[config.mk]
export PLATFORM = sky130hd
export DESIGN_NAME = knn_dist_merge_vote
export DESIGN_NICKNAME = d
export VERILOG_FILES = /design/src/rtl/knn_dist_merge_vote.sv
export SDC_FILE = /design/constraint.sdc
export NUM_CORES = 1
export LEC_CHECK = 0
export ABC_AREA = 1
export CORE_MARGIN = 2
export CORE_UTILIZATION = 25
export DETAILED_ROUTE_END_ITERATION = 8
export GPL_TIMING_DRIVEN = 0
export MAX_ROUTING_LAYER = met4
export SLEW_MARGIN = 5
export SYNTH_ARGS = -nofsm -noshare
export SYNTH_HDL_FRONTEND = slang
export SYNTH_SLANG_ARGS = --single-unit
[constraint.sdc]
create_clock -name clk -period 12.33 [get_ports clk]
set_input_delay 2.466 -clock clk [delete_from_list [all_inputs] [get_ports clk]]
set_output_delay 2.466 -clock clk [all_outputs]
set_load 0.03 [all_outputs]
[src/rtl/knn_dist_merge_vote.sv]
// k-NN back end: squared-distance pipeline, two-list top-5 merge FSM and a
// majority voter fed by the merge result.
module knn_dist_merge_vote (
  input  logic         clk,
  input  logic         rst,
  input  logic         dist_start,
  input  logic [7:0]   x_in,
  input  logic [7:0]   y_in,
  input  logic [7:0]   x_mem,
  input  logic [7:0]   y_mem,
  output logic [17:0]  dist_out,
  output logic         dist_done,
  input  logic         merge_start,
  input  logic [99:0]  packed_odd,
  input  logic [99:0]  packed_even,
  output logic [99:0]  final_top5,
  output logic         merge_done,
  input  logic         mode,
  output logic [1:0]   predicted_class,
  output logic         class_done
);

  // ---------------- distance pipeline ----------------
  logic [7:0] xa_reg, ya_reg, xb_reg, yb_reg;
  logic [7:0] dx_reg, dy_reg;
  logic       v1_reg, v2_reg;

  always_ff @(posedge clk) begin
    if (rst) begin
      v1_reg    <= 1'b0;
      v2_reg    <= 1'b0;
      dist_done <= 1'b0;
      dist_out  <= '0;
      xa_reg    <= '0;
      ya_reg    <= '0;
      xb_reg    <= '0;
      yb_reg    <= '0;
      dx_reg    <= '0;
      dy_reg    <= '0;
    end else begin
      v1_reg <= dist_start;
      if (dist_start) begin
        xa_reg <= x_in;
        ya_reg <= y_in;
        xb_reg <= x_mem;
        yb_reg <= y_mem;
      end
      // A new start while stage 1 is busy discards the older operation.
      v2_reg    <= v1_reg & ~dist_start;
      dx_reg    <= (xa_reg >= xb_reg) ? (xa_reg - xb_reg) : (xb_reg - xa_reg);
      dy_reg    <= (ya_reg >= yb_reg) ? (ya_reg - yb_reg) : (yb_reg - ya_reg);
      dist_done <= v2_reg;
      if (v2_reg)
        dist_out <= 18'(dx_reg) * 18'(dx_reg) + 18'(dy_reg) * 18'(dy_reg);
    end
  end

  // ---------------- merge FSM ----------------
  typedef enum logic [1:0] {IDLE, RUN, DONE, HOLD} state_t;
  state_t state_reg, state_next;

  logic [99:0] even_reg, odd_reg, out_reg;
  logic [2:0]  pe_reg, po_reg, cnt_reg;
  logic [19:0] even_e [8];
  logic [19:0] odd_e  [8];

  // Entries past the end read as maximal so an exhausted list never wins.
  generate
    for (genvar gi = 0; gi < 8; gi++) begin : g_entries
      if (gi < 5) begin : g_real
        assign even_e[gi] = even_reg[20*gi +: 20];
        assign odd_e[gi]  = odd_reg[20*gi +: 20];
      end else begin : g_pad
        assign even_e[gi] = '1;
        assign odd_e[gi]  = '1;
      end
    end
  endgenerate

  logic [19:0] head_e, head_o;
  logic        take_even;
  assign head_e    = even_e[pe_reg];
  assign head_o    = odd_e[po_reg];
  assign take_even = (head_e[19:2] <= head_o[19:2]);

  always_comb begin
    state_next = state_reg;
    case (state_reg)
      IDLE: if (merge_start) state_next = RUN;
      RUN:  if (cnt_reg == 3'd4) state_next = DONE;
      DONE: state_next = HOLD;
      HOLD: if (!merge_start) state_next = IDLE;
      default: state_next = IDLE;
    endcase
  end

  always_ff @(posedge clk) begin
    if (rst) begin
      state_reg  <= IDLE;
      even_reg   <= '0;
      odd_reg    <= '0;
      out_reg    <= '0;
      pe_reg     <= '0;
      po_reg     <= '0;
      cnt_reg    <= '0;
      final_top5 <= '0;
      merge_done <= 1'b0;
    end else begin
      state_reg  <= state_next;
      merge_done <= 1'b0;
      case (state_reg)
        IDLE: if (merge_start) begin
          even_reg <= packed_even;
          odd_reg  <= packed_odd;
          pe_reg   <= '0;
          po_reg   <= '0;
          cnt_reg  <= '0;
        end
        RUN: begin
          // Shift in from the top: after five picks the first one sits in entry 0.
          out_reg <= {(take_even ? head_e : head_o), out_reg[99:20]};
          if (take_even) pe_reg <= pe_reg + 3'd1;
          else           po_reg <= po_reg + 3'd1;
          cnt_reg <= cnt_reg + 3'd1;
        end
        DONE: begin
          final_top5 <= out_reg;
          merge_done <= 1'b1;
        end
        default: ;
      endcase
    end
  end

  // ---------------- voter ----------------
  logic [1:0] lab [5];
  logic [2:0] count_a [5];
  logic [2:0] k_lim;
  logic [1:0] win;
  logic [2:0] best;

  assign k_lim = mode ? 3'd5 : 3'd3;

  generate
    for (genvar gi = 0; gi < 5; gi++) begin : g_vote
      assign lab[gi] = final_top5[20*gi +: 2];
      always_comb begin
        count_a[gi] = '0;
        for (int j = 0; j < 5; j++)
          if (3'(j) < k_lim && lab[j] == lab[gi])
            count_a[gi] = count_a[gi] + 3'd1;
      end
    end
  endgenerate

  // Strictly-greater update keeps the nearest label on a count tie.
  always_comb begin
    win  = lab[0];
    best = count_a[0];
    for (int i = 1; i < 5; i++)
      if (3'(i) < k_lim && count_a[i] > best) begin
        best = count_a[i];
        win  = lab[i];
      end
  end

  always_ff @(posedge clk) begin
    if (rst) begin
      predicted_class <= '0;
      class_done      <= 1'b0;
    end else begin
      class_done <= merge_done;
      if (merge_done) predicted_class <= win;
    end
  end

endmodule

==> run metrics <==
clk root buf clkbuf_16; Die Ht 318.9 microns; FF-to-FF path depth between 40 and 50; Mean Syn Cell Area 7.344 sq um; Mapped Nets 3838; most used cell, CP nand2_1; Clock Skews 41.57 ps; I/O Buffers 357; Cells after Synth 3375; Worst Setup SP mode; CTS tree built; Syn Std Cell Area 24790 sq um; crit share post-route 0.6088; post-layout min period 7506 ps; DRT Pass-1 Iters 5; Crit Path Class input port to register; Top delay family on crit path compound AO/OA/AOI/OAI gates; hpwl dp around 70 mm; Critical R2R Launch final_top5[40]; final WL 86.22 mm; Vias 22992; Slew @ Worst Pin 1072 ps; worst skew pair latency 630 ps; grt ovf 0; register area share after synthesis 0.3901; terminus of the critical flop-to-flop path predicted_class[0]; Yosys warnings 0; # DRC 0; initial antenna violation count 9; Final GP Congestion 0.9095; Avg WL per Cell 16.82 microns; nets 4253; leak pwr 14.15 nW; CTS sink cnt 483; Fmax about 130 MHz; Post-synth EDFFs 0; outcome completed; pin count of the biggest net entering global routing 16; fin. max-slew vios 0; CTS HTree Levels 2; critical path's largest stage delay 490 ps; core area 98280 sq um; Seq pwr share 0.245; post-route setup TNS 0 ps; cell count along the critical path 38; ratio of cells with drive above 1 in the final layout 0.03861; sw frac 0.4713; Tightest Hold Check Type register to register; peak supply drop 0.3309 mV; CTS Buf Count 56; Worst Path Arrival approximately 8100 ps; DIE AREA 101700 sq um; total power 9.431 mW; CP Capture Type register; Area growth syn-to-layout 28.67%; flops & latches, synth 483; Rel. slew slack 0.2852; Synth async-reset ratio 0; setup repair bufs after CTS 0; clk buf depth 3; # resized after CTS 0; Worst-path clk slew 60 ps; Primary FF master, synth dfxtp_1; RSZ-0062 raised after global routing false; Pint 4.986 mW; WP data required 12870 ps; row count 115; Hold Fails Final Rpt 0; combinational power share 0.574; I/O Pins between 300 and 400; Max-Cap Viols 0; post-DR vias/cell 4.484; global-route wire length before repair around 130 mm; power density over the cells 295.7 nW/um^2; hold_buf cts 0; final antenna-violating net count 0; Clock power frac 0.182; register-to-register setup slack 5870 ps; number of buffers and inverters on the critical path 8; switching power 4.444 mW; die width 318.9 microns; vias in the first global route 22169; CP max FO 10; Iteration-0 DRC Markers 1529; slowest library cell on the worst path a31oi_1; Setup crit end predicted_class[0]; crit start category input port; library cells used by synthesis 49; total global-route track usage 0.1703; starting density of the core 0.2522; Final Setup Violations 0
worst register-to-register path: cells and delay by family, from the launching register on:
family / cells / cell delay (ps)
buf+inv: 9 / 980
fa+ha+maj: 6 / 1600
xor+xnor: 1 / 130
compound gates: 10 / 1570
flops: 1 / 510
simple gates: 16 / 1610
layout by cell type, fill, tap and decap left out, drive strengths merged, types with 19 or more instances in the layout:
| master | instances |
|---|---|
| a21oi | 99 |
| a31oi | 24 |
| clkbuf | 260 |
| clkdlybuf4s50 | 357 |
| dfxtp | 483 |
| fa | 82 |
| ha | 144 |
| inv | 310 |
| nand2 | 346 |
| nand3 | 39 |
| nor2 | 909 |
| nor3 | 24 |
| o211ai | 19 |
| o21ai | 572 |
| o22ai | 20 |
| xnor2 | 20 |
| xor2 | 21 |
worst min path at each step:
| stage | start | end | slack (ps) | cells after the start |
|---|---|---|---|---|
| floorplan | v1_reg | v2_reg | 400 | 2 |
| global placement | even_reg[81] | even_reg[81] | 440 | 2 |
| detailed placement | odd_reg[1] | odd_reg[1] | 450 | 2 |
| CTS | odd_reg[1] | odd_reg[1] | 460 | 2 |
| global route | even_reg[1] | even_reg[1] | 480 | 2 |
| finish | odd_reg[1] | odd_reg[1] | 460 | 2 |
synthesized netlist by cell type (2+ instances only):
cell,instances,share of area
nand3_2,2,0.00081
a22oi_1,4,0.0012
nand2_2,9,0.0023
a211oi_1,6,0.0018
nand4_2,3,0.0015
or2_1,2,0.00050
nor3_1,24,0.0048
nor3b_1,2,0.00061
o21ai_2,5,0.0018
o22ai_1,20,0.0050
a31oi_1,24,0.0061
inv_1,291,0.044
and3_1,5,0.0013
inv_2,14,0.0021
nand3_1,37,0.0075
fa_1,82,0.066
buf_1,7,0.0011
nand3b_1,2,0.00061
clkbuf_1,186,0.028
xnor2_1,19,0.0067
o21bai_1,3,0.00091
a21oi_1,98,0.020
nand2_1,335,0.051
o21ai_1,10,0.0020
buf_2,9,0.0018
dfxtp_1,483,0.39
nand2_4,2,0.00091
nor2_1,908,0.14
o211ai_1,19,0.0058
o221ai_1,10,0.0035
mux2i_1,6,0.0024
nand4_1,10,0.0025
or2_2,3,0.00076
o21ai_0,557,0.11
xor2_1,21,0.0074
ha_1,144,0.073
stage by stage:
step / std cells / cell area, sq um / util / setup slack [ps] / hold WS (ps)
2_1_floorplan: 3375 / 24790 / - / 4910 / 404.5
3_3_place_gp: 5019 / 29970 / 0.3050 / 4226 / 440.4
3_5_place_dp: 5019 / 29970 / 0.3050 / 4181 / 447.2
4_1_cts: 5120 / 31870 / 0.3243 / 4849 / 457.5
5_1_grt: 5125 / 31890 / 0.3245 / 4104 / 482.1
6_report: 5127 / 31890 / 0.3245 / 4824 / 457.2
metal layers:
layer | vias to the layer above | track usage | wire, microns
li1 | 11687 | - | -
met4 | 0 | 0.06119 | 3115
met1 | 10581 | 0.2010 | 36540
met5 | - | - | 0
met2 | 588 | 0.2845 | 40850
met3 | 136 | 0.03664 | 5700
area by class of cell:
class | count | area [sq um]
fill | 10552 | 66380
multi-input combinational | 2382 | 13180
sequential | 483 | 9669
timing repair buffer | 357 | 3573
tap | 1287 | 1610
clock buffer | 74 | 1579
inverter | 306 | 1149
buffer | 204 | 788.3
clock inverter | 27 | 325.3
antenna | 7 | 17.52
cell families (layout without fill, tap and decap cells):
family,count (synthesis),after routing,share of synthesized area
AND/OR/NAND/NOR,1348,1348,0.2135
AO/OA/AOI/OAI,759,759,0.1615
buffers and inverters,510,968,0.07814
flip-flops,483,483,0.3901
adder cells (fa/ha/maj),226,226,0.1389
XOR/XNOR,41,41,0.01479
multiplexers,7,7,0.002877
other,1,8,0.0001513
power by group through the flow:
| stage | sequential, mW | combinational [mW] | clock, mW |
|---|---|---|---|
| finish | 2.31 | 5.41 | 1.71 |
| global route | 2.35 | 6.17 | 1.81 |
| CTS | 2.31 | 5.44 | 1.75 |
| detailed placement | 2.34 | 5.41 | 0 |
| global placement | 2.33 | 5.33 | 0 |
| floorplan | 2.42 | 3.75 | 0 |
No activity file was read; power rests on OpenSTA's default activity.
